[src/rtl/obj_pkg.sv]
// rtl/obj_pkg.sv - object entry layout, scan states and draw-command type shared by scanner and renderer
package obj_pkg;

  localparam int OBJ_COUNT = 256;

  // word0
  localparam int Y_LSB      = 0;
  localparam int Y_W        = 9;
  localparam int HEIGHT_LSB = 9;
  localparam int HEIGHT_W   = 2;
  localparam int LAYER_LSB  = 13;
  localparam int LAYER_W    = 3;
  // word1
  localparam int CODE_LSB   = 0;
  localparam int CODE_W     = 16;
  // word2
  localparam int COLOR_LSB  = 0;
  localparam int COLOR_W    = 7;
  localparam int FLIPX_BIT  = 8;
  localparam int FLIPY_BIT  = 9;
  // word3
  localparam int X_LSB      = 0;
  localparam int X_W        = 10;

  typedef enum logic [2:0] {
    IDLE, RD0, RD1, RD2, RD3, EVAL, EMIT
  } scan_state_t;

  typedef struct packed {
    logic [CODE_W-1:0]  code;
    logic [3:0]         row;
    logic [X_W-1:0]     x;
    logic [COLOR_W-1:0] color;
    logic               flipx;
    logic [LAYER_W-1:0] layer;
  } draw_cmd_t;

endpackage

[src/rtl/obj_row_calc.sv]
// rtl/obj_row_calc.sv - object visibility test and tile code/row selection for one scanline
module obj_row_calc
  import obj_pkg::*;
(
  input  logic [Y_W-1:0]      line,
  input  logic [Y_W-1:0]      y,
  input  logic [HEIGHT_W-1:0] height,
  input  logic                flipy,
  input  logic [CODE_W-1:0]   code,
  output logic                visible,
  output logic [CODE_W-1:0]   code_out,
  output logic [3:0]          row_out
);

  logic [Y_W-1:0] row;
  logic [6:0]     span_m1;
  logic [6:0]     eff_row;

  always_comb begin
    row = line - y;
    case (height)
      2'd0:    span_m1 = 7'd15;
      2'd1:    span_m1 = 7'd31;
      2'd2:    span_m1 = 7'd63;
      default: span_m1 = 7'd127;
    endcase
    visible  = (row <= {2'b00, span_m1});
    // Only row[6:0] matters once visible; tiles stack vertically as code+0..7.
    eff_row  = flipy ? (span_m1 - row[6:0]) : row[6:0];
    code_out = code + {13'd0, eff_row[6:4]};
    row_out  = eff_row[3:0];
  end

endmodule

[src/rtl/obj_line_scanner.sv]
// rtl/obj_line_scanner.sv - scans 256 object entries per line and emits draw commands for visible ones
// Optional macro OBJ_SCAN_LIMIT_EN caps accepted commands per line at MAX_PER_LINE and raises overflow.
module obj_line_scanner
  import obj_pkg::*;
#(
  parameter int MAX_PER_LINE = 64
) (
  input  logic        clk,
  input  logic        reset,
  input  logic        ce,
  input  logic        line_start,
  input  logic [8:0]  line,
  output logic [9:0]  obj_addr,
  input  logic [15:0] obj_din,
  output logic        cmd_valid,
  input  logic        cmd_ready,
  output logic [15:0] cmd_code,
  output logic [3:0]  cmd_row,
  output logic [9:0]  cmd_x,
  output logic [6:0]  cmd_color,
  output logic        cmd_flipx,
  output logic [2:0]  cmd_layer,
  output logic        busy,
  output logic        overflow
);

  scan_state_t         state, state_next;
  logic [7:0]          idx;
  logic [Y_W-1:0]      line_q;
  logic [Y_W-1:0]      y_q;
  logic [HEIGHT_W-1:0] height_q;
  logic [LAYER_W-1:0]  layer_q;
  logic [CODE_W-1:0]   code_q;
  logic [COLOR_W-1:0]  color_q;
  logic                flipx_q;
  logic                flipy_q;
  draw_cmd_t           cmd_q;

  logic                visible;
  logic [CODE_W-1:0]   calc_code;
  logic [3:0]          calc_row;
  logic                last_obj;
  logic                limit_hit;
  logic [1:0]          word_sel;

  obj_row_calc u_row_calc (
    .line     (line_q),
    .y        (y_q),
    .height   (height_q),
    .flipy    (flipy_q),
    .code     (code_q),
    .visible  (visible),
    .code_out (calc_code),
    .row_out  (calc_row)
  );

  assign last_obj = (idx == 8'(OBJ_COUNT - 1));

  always_ff @(posedge clk or posedge reset) begin
    if (reset) state <= IDLE;
    else       state <= state_next;
  end

  always_comb begin
    state_next = state;
    if (ce) begin
      if (line_start) begin
        state_next = RD0;
      end else begin
        case (state)
          RD0:     state_next = RD1;
          RD1:     state_next = RD2;
          RD2:     state_next = RD3;
          RD3:     state_next = EVAL;
          EVAL:    state_next = visible ? EMIT : (last_obj ? IDLE : RD0);
          EMIT:    if (cmd_ready) state_next = (last_obj || limit_hit) ? IDLE : RD0;
          default: state_next = state;
        endcase
      end
    end
  end

  always_comb begin
    case (state)
      RD1:     word_sel = 2'd1;
      RD2:     word_sel = 2'd2;
      RD3:     word_sel = 2'd3;
      default: word_sel = 2'd0;
    endcase
  end

  // Word n-1 is on obj_din while the address for word n is being presented.
  always_ff @(posedge clk or posedge reset) begin
    if (reset) begin
      idx      <= '0;
      line_q   <= '0;
      y_q      <= '0;
      height_q <= '0;
      layer_q  <= '0;
      code_q   <= '0;
      color_q  <= '0;
      flipx_q  <= 1'b0;
      flipy_q  <= 1'b0;
      cmd_q    <= '0;
    end else if (ce) begin
      if (line_start) begin
        line_q <= line;
        idx    <= '0;
      end else begin
        case (state)
          RD1: begin
            y_q      <= obj_din[Y_LSB +: Y_W];
            height_q <= obj_din[HEIGHT_LSB +: HEIGHT_W];
            layer_q  <= obj_din[LAYER_LSB +: LAYER_W];
          end
          RD2: code_q <= obj_din[CODE_LSB +: CODE_W];
          RD3: begin
            color_q <= obj_din[COLOR_LSB +: COLOR_W];
            flipx_q <= obj_din[FLIPX_BIT];
            flipy_q <= obj_din[FLIPY_BIT];
          end
          EVAL: begin
            if (visible)
              cmd_q <= '{code: calc_code, row: calc_row, x: obj_din[X_LSB +: X_W],
                         color: color_q, flipx: flipx_q, layer: layer_q};
            else if (!last_obj)
              idx <= idx + 8'd1;
          end
          EMIT: if (cmd_ready && !last_obj) idx <= idx + 8'd1;
          default: ;
        endcase
      end
    end
  end

`ifdef OBJ_SCAN_LIMIT_EN
  logic [8:0] cmd_count;
  logic       overflow_q;

  assign limit_hit = (cmd_count == 9'(MAX_PER_LINE - 1));

  always_ff @(posedge clk or posedge reset) begin
    if (reset) begin
      cmd_count  <= '0;
      overflow_q <= 1'b0;
    end else if (ce) begin
      if (line_start) begin
        cmd_count  <= '0;
        overflow_q <= 1'b0;
      end else if (state == EMIT && cmd_ready) begin
        cmd_count <= cmd_count + 9'd1;
        if (limit_hit) overflow_q <= 1'b1;
      end
    end
  end

  assign overflow = overflow_q;
`else
  assign limit_hit = 1'b0;
  assign overflow  = 1'b0;
`endif

  // An abort withdraws a pending command in the same cycle so it can never transfer.
  assign cmd_valid = (state == EMIT) && !(ce && line_start);
  assign obj_addr  = {idx, word_sel};
  assign busy      = (state != IDLE);
  assign cmd_code  = cmd_q.code;
  assign cmd_row   = cmd_q.row;
  assign cmd_x     = cmd_q.x;
  assign cmd_color = cmd_q.color;
  assign cmd_flipx = cmd_q.flipx;
  assign cmd_layer = cmd_q.layer;

endmodule
[config.mk]
export PLATFORM = sky130hd
export DESIGN_NAME = obj_line_scanner
export DESIGN_NICKNAME = d
export VERILOG_FILES = /design/src/rtl/obj_pkg.sv /design/src/rtl/obj_row_calc.sv /design/src/rtl/obj_line_scanner.sv
export SDC_FILE = /design/constraint.sdc
export NUM_CORES = 1
export LEC_CHECK = 0
export BUFFER_PORTS_ARGS = -buffer_cell sky130_fd_sc_hd__buf_2
export CAP_MARGIN = 20
export CORE_MARGIN = 1
export CORE_UTILIZATION = 53
export DETAILED_ROUTE_END_ITERATION = 7
export HOLD_SLACK_MARGIN = 0.06
export PLACE_DENSITY_LB_ADDON = 0.25
export SYNTH_ARGS = -nofsm -noshare
export SYNTH_HDL_FRONTEND = slang
export SYNTH_SLANG_ARGS = --single-unit
[constraint.sdc]
create_clock -name clk -period 4.15 [get_ports clk]
set_input_delay 0.6225 -clock clk [delete_from_list [all_inputs] [get_ports clk]]
set_output_delay 0.6225 -clock clk [all_outputs]
set_load 0.01 [all_outputs]
After elaboration in Yosys (flattened, before gate mapping)
Cells that the tools add are included. W data, S select, Z words.

Flip-flop bits (word level): 100. Bits of input ports: 30. Output and inout port bits: 54. Word-level logic and storage cells: 64.

$add $sub $neg: 4. Bitwise operators: 1. Equality and inequality tests: 13. Mux-type cells: 13. Reduce and logical (&&, ||, !) cells: 16. Magnitude comparators: 1.

Operators with widths (number): $mux W8 (4); $pmux W7 S3 (1); $pmux W3 S6 (1); $add A16 B3 Y16 (1); $pmux W8 S2 (1); $ne A3 B3 Y1 const B (4); $reduce_and A3 Y1 (4); $eq A3 B3 Y1 const B (3); $le A9 B7 Y1 (1); $mux W3 (3); $sub A9 B9 Y9 (1); $add A8 B1 Y8 const B (1); $eq A8 B8 Y1 const B (1); $mux W7 (1); $reduce_bool A7 Y1 (1); $sub A7 B7 Y7 (1); $eq A3 B2 Y1 const B (2); $pmux W2 S3 (1); $reduce_bool A3 Y1 (2); $reduce_and A5 Y1 (1); $reduce_and A4 Y1 (1); $eq A3 B1 Y1 const B (1); $logic_and A1 B1 Y1 (3); $eq A2 B1 Y1 const B (1); 6 further kinds (7).

Longest topological paths before layout
Gate-level depths: netlist of the first run.

Depth after elaboration: 6. Mapped depth: 19. Gate-level depth less buffers: 19.

Cells and area by module
Synthesis of the first run repeated with hierarchy kept, for this count alone.

Cell total of the unflattened synthesis: 425. Area, all modules: 5131.2 um^2.

Modules (own cells, without submodules): obj_line_scanner (times used 1, area each 4171.5 um^2, sequential area each 2502.4 um^2, cells each 291); obj_row_calc (times used 1, area each 959.7 um^2, sequential area each 0.0 um^2, cells each 134).

Worst setup path before layout of the first run
Ideal clock, no wire load.

Kind: register -> register. Start: register line_q[0]. End: register cmd_q, in the netlist cmd_code[14]. Setup slack: 0.441 ns. Clock period less this slack: 3.709 ns. Data arrival time: 3.581 ns. Library setup time: 0.128 ns. Cell stages (with the launch flop): 19. Data required time: 4.022 ns. Path buffers: 0. Cells stage by stage: dfrtp_1 -> inv_1 -> ha_1 -> inv_1 -> fa_1 -> nand3_1 -> and2_1 -> xnor2_1 -> ha_1 -> inv_1 -> fa_1 -> xor2_1 -> mux2_2 -> ha_1 -> a21o_1 -> nor2b_1 -> nand4_1 -> xnor2_1 -> mux2_1.

Longest elaborated chain between the ends: 4. Elaborated cells on any way between the ends: 6. Those cells by class: add/sub (3); order compare (1); mux (1); reduce/logical (1).

RTL lines: start: declaration (line obj_line_scanner.sv:29) `logic [Y_W-1:0] line_q;`; start signal: assignment (line obj_line_scanner.sv:107) `line_q <= line;`; $sub A9 B9 Y9 (*) (line obj_row_calc.sv:20) `row = line - y;`; $sub A7 B7 Y7 (line obj_row_calc.sv:29) `eff_row = flipy ? (span_m1 - row[6:0]) : row[6:0];`; $mux W7 (line obj_row_calc.sv:29); $add A16 B3 Y16 (line obj_row_calc.sv:30) `code_out = code + {13'd0, eff_row[6:4]};`; end signal: assignment (line obj_line_scanner.sv:124) `cmd_q <= '{code: calc_code, row: calc_row, x: obj_din[X_LSB +: X_W],`; end: declaration (line obj_line_scanner.sv:37) `draw_cmd_t cmd_q;`.

Every way passes the cells marked *; elsewhere a longest branch is shown, timed or not. A chain may end at the register's enable or synchronous reset.

Worst setup path in the final report of the first run
Ends and elaborated chain as after synthesis.

==> impl_metrics.json, run 1 <==
{
  "critPathRequiredTime_ns": 4.40,
  "clk_latency_ns": 0.36,
  "met1_usage_pct": 28.5,
  "hpwl_um": 6820,
  "syn_avg_cell_area_um2": 12.4,
  "tritoncts": "yes",
  "grt_usage_pct": 21.0,
  "period_share_pct": 96.2,
  "power.density_nw_per_um2": 719,
  "maxSlewViolCount": 0,
  "drive_gt1_share_pct": 33.4,
  "outcome": "finished, violations left",
  "fp-row-count": 34,
  "root_buffer": "clkbuf_8",
  "cts.sinks": 100,
  "wirelength_um": 9760,
  "fmax_ghz": 0.250,
  "min_path_type": "in -> async",
  "first_global_vias": 3308,
  "fin_skew_ns": 0.0158,
  "ys.flop_type": "dfrtp_1",
  "place.gp.congestion": 0.898,
  "yosysUniqueCellTypes": 49,
  "grt_util_met2_pct": 34.7,
  "postSynth.asyncResetShare_pct": 100,
  "setup_violations": 0,
  "synthCells": 398,
  "use_met3_pct": 3.79,
  "core_area_um2": 8850,
  "syn_to_final_growth_pct": 17.8,
  "cts_buffers": 9,
  "vias": 3357,
  "power.total_mw": 4.17,
  "cts_buffer_depth": 2,
  "synth_edf_count": 0,
  "antenna_found_initial": 0,
  "violations": "DRC",
  "antenna_left": 0,
  "ir_drop_mv": 0.419,
  "critical_path.endpoint_type": "flop",
  "grt_pass1_wl_um": 16000,
  "cts.clk_slew.worst_paths_ns": 0.10,
  "grt_busiest_layer": "met2",
  "max-slew-margin-rel_pct": 42.2,
  "synth_area_um2": 4920,
  "pre_cts_slack_ns": 0.0882,
  "critPathLaunchType": "flop",
  "crit_arrival_ns": 4.24,
  "dr.first_iter.drc_count": 147,
  "final_nets": 532,
  "wire_per_inst_um": 16.4,
  "ys_ff_latch": 100,
  "grt_start_max_net_pins": 82,
  "die_h_um": 98.3,
  "drc": 7,
  "drt_first_pass_iters": 6,
  "pin_count": 84,
  "synth_seq_area_share_pct": 50.9,
  "antenna_cells": 0,
  "path_class": "reg -> reg",
  "hold_viol": 0,
  "finalWorstSetupSlack_ns": 0.158,
  "maxCapViolCount": 0,
  "layout_min_cycle_time_ns": 3.99,
  "syn_nets": 447,
  "dieWidth_um": 98.3,
  "via_per_inst": 5.63,
  "path_max_fanout": 4,
  "dieArea_um2": 9670,
  "tightest_slew_ns": 0.862,
  "grt-ovfl-total": 0,
  "htreeDepth": 3,
  "io_buffers": 82,
  "initial_core_util_pct": 55.6,
  "p_leak_nw": 2.92,
  "yosys_warnings": 0
}
## stage by stage
stage / utilization [%] / hold slack [ns] / TNS (ns) / instance area (µm²) / instances
floorplan: - / 0.452 / 0 / 4920 / 398
global route: 65.5 / 0.114 / -0.0872 / 5790 / 596
CTS: 64.0 / 0.477 / 0 / 5670 / 592
finish: 65.5 / 0.122 / 0 / 5790 / 596
global placement: 61.5 / 0.463 / 0 / 5440 / 576
detailed placement: 61.5 / 0.470 / 0 / 5440 / 576
## per-layer routing
| layer | wire length (µm) | up-vias | share of wire (%) |
|---|---|---|---|
| li1 | - | 1577 | - |
| met1 | 4490 | 1683 | 46 |
| met2 | 4720 | 86 | 48 |
| met3 | 435 | 11 | 4.5 |
| met4 | 119 | 0 | 1.2 |
| met5 | 0 | - | 0 |
## placed cells by master, fill, tap and decap left out, drive strengths merged, types with 7 or more instances in the layout
master	netlist	final
dfrtp	100	100
mux2	89	89
buf	7	88
nand2	22	22
inv	18	21
xnor2	18	18
ha	16	16
o21ai	16	16
a21oi	11	11
clkbuf	8	10
nand3	8	8
xor2	7	7
nor2	7	7
## what timing repair did
item | in CTS | in global routing
endpoints found under the setup margin | 0 | 43
gates resized for setup | 0 | 10
hold buffers | 0 | 0
buffers inserted | 0 | 1
## kinds of logic (layout without fill, tap and decap cells)
logic type	after synthesis	count (layout)	synth area share [%]
AO/OA/AOI/OAI	55	55	7.76
XOR/XNOR	25	25	4.45
flip-flops	100	100	50.9
AND/OR/NAND/NOR	76	76	8.42
multiplexers	89	89	20.4
adder cells (fa/ha/maj)	19	19	5.29
other	1	1	0.0763
buffers and inverters	33	123	2.72
## power breakdown
| part | internal, mW | switching [mW] |
|---|---|---|
| logic | 0.933 | 0.950 |
| registers | 1.31 | 0.273 |
| clock network | 0.348 | 0.353 |
| total | 2.59 | 1.58 |
## critical path: stages, from the launching register on
cell	delay, ns
dfrtp_1	0.39
inv_1	0.06
ha_1	0.16
inv_1	0.06
fa_1	0.41
nand3_2	0.11
and2_1	0.14
xnor2_1	0.14
ha_1	0.20
inv_1	0.05
fa_1	0.37
xor2_1	0.17
mux2_2	0.27
ha_2	0.38
a21o_1	0.18
nor2b_4	0.20
nand4_1	0.14
xnor2_1	0.17
mux2_1	0.31
## registers in the layout, summed over array words and instances (netlist names), 3 cells and up
| name | count |
|---|---|
| cmd_code | 16 |
| code_q | 16 |
| cmd_x | 10 |
| line_q | 9 |
| y_q | 9 |
| idx | 8 |
| cmd_color | 7 |
| color_q | 7 |
| cmd_row | 4 |
| cmd_layer | 3 |
| layer_q | 3 |
| state | 3 |
## cells in the mapped netlist (7+ instances only)
cell type    n  area (µm²)
inv_1       18        67.6
xnor2_1     18         158
xor2_1       7        61.3
nor2_1       7        26.3
nand2_1     22        82.6
ha_1        16         200
dfrtp_1    100        2500
clkbuf_1     8        30.0
o21ai_0     11        55.1
a21oi_1     11        55.1
mux2_1      47         529
nand3_1      8        40.0
mux2_2      42         473
## final timing paths
check                      cells after the start  slack (ns)            to      start
min reg2reg                                    1        0.48     cmd_flipx    flipx_q
max                                           18        0.16  cmd_code[14]  line_q[0]
min in group clk                               1        0.48     cmd_flipx    flipx_q
max in group asynchronous                      4        3.14       flipx_q      reset
max reg2reg                                   18        0.16  cmd_code[14]  line_q[0]
min                                            2        0.12   cmd_code[8]      reset
## cell type report
| cell class | count | area, µm² |
|---|---|---|
| Clock buffer | 9 | 124 |
| Clock inverter | 7 | 104 |
| Fill cell | 688 | 3060 |
| Inverter | 18 | 70.1 |
| Multi-Input combinational cell | 265 | 2340 |
| Sequential cell | 100 | 2500 |
| Tap cell | 108 | 135 |
| Timing Repair Buffer | 89 | 517 |
Power figures use the tool's default switching activity.
==> run 2, diff against run 1 <==
--- a/config.mk
+++ b/config.mk
@@ -5,13 +5,14 @@
 export SDC_FILE = /design/constraint.sdc
 export NUM_CORES = 1
 export LEC_CHECK = 0
+export ABC_AREA = 1
 export BUFFER_PORTS_ARGS = -buffer_cell sky130_fd_sc_hd__buf_2
 export CAP_MARGIN = 20
 export CORE_MARGIN = 1
 export CORE_UTILIZATION = 53
 export DETAILED_ROUTE_END_ITERATION = 7
 export HOLD_SLACK_MARGIN = 0.06
-export PLACE_DENSITY_LB_ADDON = 0.25
+export PLACE_DENSITY = 0.8
 export SYNTH_ARGS = -nofsm -noshare
 export SYNTH_HDL_FRONTEND = slang
 export SYNTH_SLANG_ARGS = --single-unit
==> impl_metrics.json, run 2 <==
{
  "synth_edf_count": 0,
  "wire_per_inst_um": 13.7,
  "synth_seq_area_share_pct": 50.1,
  "final_nets": 721,
  "worst-r2r-cell-count": 21,
  "post-cts-setup-buffer-count": 0,
  "rr_startpoint": "line_q[0]",
  "ir_drop_mv": 0.315,
  "holdBufCountCts": 0,
  "ys_ff_latch": 100,
  "path_max_fanout": 4,
  "dieWidth_um": 99.1,
  "maxCapViolCount": 0,
  "cts_buffer_depth": 2,
  "clk_latency_ns": 0.38,
  "final_cell_mix": "207 x nand2_1, 100 x dfrtp_1, 82 x buf_2",
  "antenna_cells": 0,
  "fin_skew_ns": 0.0186,
  "grt_usage_pct": 23.2,
  "ys.flop_type": "dfrtp_1",
  "hpwl_um": 7880,
  "setup_violations": 0,
  "die_h_um": 99.1,
  "final.setup.tns_ns": 0,
  "hold_viol": 0,
  "syn_to_final_growth_pct": 14.2,
  "pin_count": 84,
  "htreeDepth": 3,
  "tritoncts": "yes",
  "crit_arrival_ns": 4.11,
  "drt_first_pass_iters": 5,
  "cts.clk_slew.worst_paths_ns": 0.12,
  "drive_gt1_share_pct": 17.7,
  "critical_path.endpoint_type": "flop",
  "yosysTopAreaCellShare_pct": 50.1,
  "period_share_pct": 91.4,
  "yosysUniqueCellTypes": 32,
  "wirelength_um": 10800,
  "core_area_um2": 9200,
  "fmax_ghz": 0.264,
  "syn_avg_cell_area_um2": 8.38,
  "holdWs_ns": 0.129,
  "critPathRequiredTime_ns": 4.46,
  "yosys_warnings": 0,
  "antenna_found_initial": 0,
  "mostFrequentLayoutCell": "nand2_1",
  "max-slew-margin-rel_pct": 49.7,
  "grt-ovfl-total": 0,
  "power.density_nw_per_um2": 678,
  "rsz0062_at_grt": "false",
  "grt_pass1_wl_um": 18100,
  "initial_core_util_pct": 54.3,
  "cts.sinks": 100,
  "antenna_left": 0,
  "syn_nets": 645,
  "outcome": "finished, final reports clean",
  "min_path_type": "in -> async",
  "yosysMostFrequentCell": "nand2_1",
  "grt_start_max_net_pins": 88,
  "place.gp.congestion": 0.921,
  "postSynth.asyncResetShare_pct": 100,
  "critPathLaunchType": "flop",
  "cts_buffers": 9,
  "synthCells": 596,
  "yosys-top-cells-area": "dfrtp_1 50%, nand2_1 16%, inv_1 4.7%",
  "n_fill_cell": 797,
  "synth_area_um2": 5000,
  "post-synth-top-area-cell": "dfrtp_1",
  "drc": 0,
  "p_leak_nw": 3.10,
  "synth_commonest_cells": "207 x nand2_1, 100 x dfrtp_1, 63 x inv_1",
  "layout_min_cycle_time_ns": 3.79,
  "via_per_inst": 5.24,
  "dr.first_iter.drc_count": 256,
  "io_buffers": 82,
  "maxSlewViolCount": 0,
  "regToRegSetupSlack_ns": 0.36,
  "dieArea_um2": 9820,
  "vias": 4127,
  "root_buffer": "clkbuf_8",
  "cts_resized": 0,
  "rr_endpoint": "cmd_code[12]",
  "path_class": "reg -> reg",
  "first_global_vias": 3816,
  "tightest_slew_ns": 0.753,
  "fp-row-count": 35
}
-- run 2: cell count changes after synthesis, sizes merged, moves of 7 or more --
cell,before,now
nand2,22,207
inv,18,63
nand3,8,24
o21ai,16,80
mux2,89,2
xnor2,18,11
nor2,7,20
-- run 2: cells by family after synthesis --
kind of cell,synth area share (%)
flip-flops,50.1
adder cells (fa/ha/maj),5.21
buffers and inverters,7.14
AO/OA/AOI/OAI,9.52
other,0.0751
multiplexers,0.451
AND/OR/NAND/NOR,23.3
XOR/XNOR,4.21
-- run 2: metal layers --
metal / up-vias / track usage, % / routed length, µm
met1: 1954 / 32.9 / 5090
met2: 114 / 37.2 / 5080
met5: - / 0 / 0
met3: 19 / 3.51 / 417
li1: 2040 / - / -
met4: 0 / 7.35 / 184
-- run 2: through the flow --
stage | instances | utilization, % | power (mW) | cell area [µm²] | setup WS, ns
floorplan | 596 | - | 2.75 | 5000 | 0.742
global placement | 771 | 59.4 | 3.12 | 5460 | 0.557
detailed placement | 771 | 59.4 | 3.21 | 5460 | 0.367
global route | 788 | 62.1 | 4.20 | 5710 | 0.00447
CTS | 787 | 61.8 | 3.87 | 5680 | 0.339
finish | 788 | 62.1 | 3.87 | 5710 | 0.355
-- run 2: power breakdown --
part / total [mW] / internal (mW) / switching (mW)
registers: 1.54 / 1.27 / 0.270
logic: 1.68 / 0.684 / 0.996
clock network: 0.647 / 0.246 / 0.402
total: 3.87 / 2.20 / 1.67
-- run 2: how the worst max path moves through the flow --
stage / from / end / slack, ns / cells after the start
finish: line_q[0] / cmd_code[12] / 0.36 / 21
global route: line_q[0] / cmd_code[12] / 0.004 / 21
CTS: line_q[0] / cmd_code[12] / 0.34 / 21
detailed placement: line_q[0] / cmd_code[12] / 0.37 / 21
global placement: line_q[0] / cmd_code[12] / 0.56 / 21
floorplan: line_q[0] / cmd_code[12] / 0.74 / 21
-- run 2: area by class of cell --
type                       count  area [µm²]  share of cell area [%]
clock buffer                   9         124                    2.17
clock inverter                 7        93.8                    1.64
inverter                      63         239                    4.19
sequential                   100        2500                    43.8
multi-input combinational    412        2140                    37.4
timing repair buffer          86         473                    8.29
tap                          111         139                    2.43
-- run 2: critical path, stage by stage (launching register included) --
cell and delay (ns):
dfrtp_1 0.37, inv_1 0.07, ha_1 0.14, inv_1 0.06, fa_1 0.40, nand2_1 0.08
nand2_1 0.07, nand2_1 0.09, xnor2_1 0.17, ha_1 0.22, inv_1 0.06, fa_1 0.39
xnor2_1 0.16, o21ai_0 0.09, ha_1 0.35, nand2_1 0.07, nand2_1 0.07, nand4_1 0.14
nor3b_1 0.36, nand2_1 0.11, xor2_1 0.15, o21ai_1 0.11
==> run 3, diff against run 2 <==
--- a/config.mk
+++ b/config.mk
@@ -12,7 +12,9 @@
 export CORE_UTILIZATION = 53
 export DETAILED_ROUTE_END_ITERATION = 7
 export HOLD_SLACK_MARGIN = 0.06
+export MAX_ROUTING_LAYER = met4
 export PLACE_DENSITY = 0.8
+export SETUP_SLACK_MARGIN = 0.15
 export SYNTH_ARGS = -nofsm -noshare
 export SYNTH_HDL_FRONTEND = slang
 export SYNTH_SLANG_ARGS = --single-unit
==> impl_metrics.json, run 3 (synthesis gave the netlist of run 2 again) <==
{
  "endpoint": "cmd_code[9]",
  "drc": 0,
  "max-slew-margin-rel_pct": 37.7,
  "grt_start_max_net_pins": 80,
  "place.gp.congestion": 0.947,
  "crit_start": "line_q[0]",
  "regToRegSetupSlack_ns": 0.43,
  "via_per_inst": 5.25,
  "period_share_pct": 89.6,
  "swShare_pct": 43.2,
  "dr.first_iter.drc_count": 286,
  "power.total_mw": 3.95,
  "dieWidth_um": 99.1,
  "ir_drop_mv": 0.322,
  "n_fill_cell": 791,
  "outcome": "finished, final reports clean",
  "fmax_ghz": 0.269,
  "critPathLaunchType": "flop",
  "min_path_type": "in -> async",
  "core_area_um2": 9200,
  "critPathRequiredTime_ns": 4.40,
  "rr_endpoint": "cmd_code[9]",
  "antenna_found_initial": 0,
  "grt-ovfl-total": 0,
  "pin_count": 84,
  "placed_area_um2": 5450,
  "grt_pass1_wl_um": 18000,
  "hpwl_um": 7870,
  "cts.clk_slew.worst_paths_ns": 0.11,
  "pre_cts_slack_ns": 0.404,
  "first_global_vias": 3831,
  "cts.sinks": 100,
  "pwr-share-seq_pct": 39.1,
  "power.density_nw_per_um2": 692,
  "cts_buffer_depth": 2,
  "final.setup.tns_ns": 0,
  "fin_skew_ns": 0.0179,
  "power.share.clock_pct": 16.1,
  "antenna_cells": 0,
  "drive_gt1_share_pct": 18.9,
  "htreeDepth": 3,
  "p_leak_nw": 3.10,
  "fin_area_um2": 5710,
  "root_buffer": "clkbuf_8",
  "crit_arrival_ns": 3.96,
  "p_switching_mw": 1.71,
  "cts_buffers": 9,
  "path_class": "reg -> reg",
  "wire_per_inst_um": 13.8,
  "die_h_um": 99.1,
  "finalWorstSetupSlack_ns": 0.431,
  "maxCapViolCount": 0,
  "syn_to_final_growth_pct": 14.4,
  "dieArea_um2": 9820,
  "io_buffers": 82,
  "setup_violations": 0,
  "tightest_slew_ns": 0.934,
  "worst-r2r-cell-count": 22,
  "pwr-share-comb_pct": 44.8,
  "holdWs_ns": 0.451,
  "fp-row-count": 35,
  "hold_viol": 0,
  "critical_path.endpoint_type": "flop",
  "layout_min_cycle_time_ns": 3.72,
  "maxSlewViolCount": 0,
  "wirelength_um": 10900,
  "p_int_mw": 2.25,
  "clk_latency_ns": 0.37,
  "tritoncts": "yes",
  "grt_usage_pct": 23.9,
  "path_max_fanout": 5,
  "vias": 4142,
  "initial_core_util_pct": 54.3,
  "rsz0062_at_grt": "false",
  "drt_first_pass_iters": 6,
  "final_nets": 722,
  "antenna_left": 0,
  "final_cell_mix": "206 x nand2_1, 100 x dfrtp_1, 82 x buf_2",
  "mostFrequentLayoutCell": "nand2_1",
  "holdBufCountCts": 0,
  "rr_startpoint": "line_q[0]"
}
-- run 3: how the worst min path moves through the flow --
stage                               to  cells after the start    startpoint
after floorplan           cmd_color[0]                      2    color_q[0]
after global placement       cmd_flipx                      2     cmd_flipx
after detailed placement  cmd_color[5]                      2  cmd_color[5]
after CTS                    line_q[2]                      3       line[2]
after global routing         line_q[3]                      3       line[3]
final                       cmd_row[0]                      2         reset
-- run 3: worst max-delay path: stages (launching register included) --
cell,delay (ns)
dfrtp_1,0.37
inv_1,0.08
ha_1,0.15
inv_1,0.06
fa_1,0.40
nand2_1,0.08
nand2_1,0.08
nand2_2,0.09
xnor2_2,0.13
ha_2,0.21
inv_1,0.05
fa_1,0.38
xnor2_1,0.16
o21ai_1,0.08
ha_1,0.36
nand2_1,0.10
nand2_1,0.07
a31oi_2,0.32
nor2_1,0.10
nand2_1,0.09
nor2_1,0.06
xor2_1,0.13
o21ai_1,0.07
-- run 3: metal layers --
layer  share of wire (%)  GRT usage, %  wire length [µm]
met1                  48          32.1              5180
met3                 4.1          3.72               441
met2                  47          38.0              5140
met4                 1.1          6.90               121
met5                   0             -                 0
-- run 3: power groups by stage --
stage	Sequential [mW]	Clock [mW]	Combinational (mW)
2_1_floorplan	1.52	0	1.23
3_3_place_gp	1.53	0	1.58
3_5_place_dp	1.55	0	1.66
4_1_cts	1.54	0.647	1.68
5_1_grt	1.59	0.683	1.99
6_report	1.54	0.637	1.77
-- run 3: metrics by stage --
stage / utilization [%] / cells
final: 62.1 / 789
after global routing: 62.1 / 789
after CTS: 61.6 / 787
after detailed placement: 59.3 / 771
after global placement: 59.3 / 771
after floorplan: - / 596
-- run 3: repair_timing --
action | CTS | global route
gates resized for setup | 0 | 8
setup buffers | 0 | 2
endpoints found under the setup margin | 0 | 9
-- run 3: area by class of cell --
type | instances | area (µm²) | share of cell area (%)
inverters | 63 | 239 | 4.18
multi-input cells | 412 | 2170 | 37.9
clock buffers | 9 | 124 | 2.17
well taps | 111 | 139 | 2.43
flip-flops and latches | 100 | 2500 | 43.8
clock inverters | 7 | 93.8 | 1.64
repair buffers | 87 | 448 | 7.84
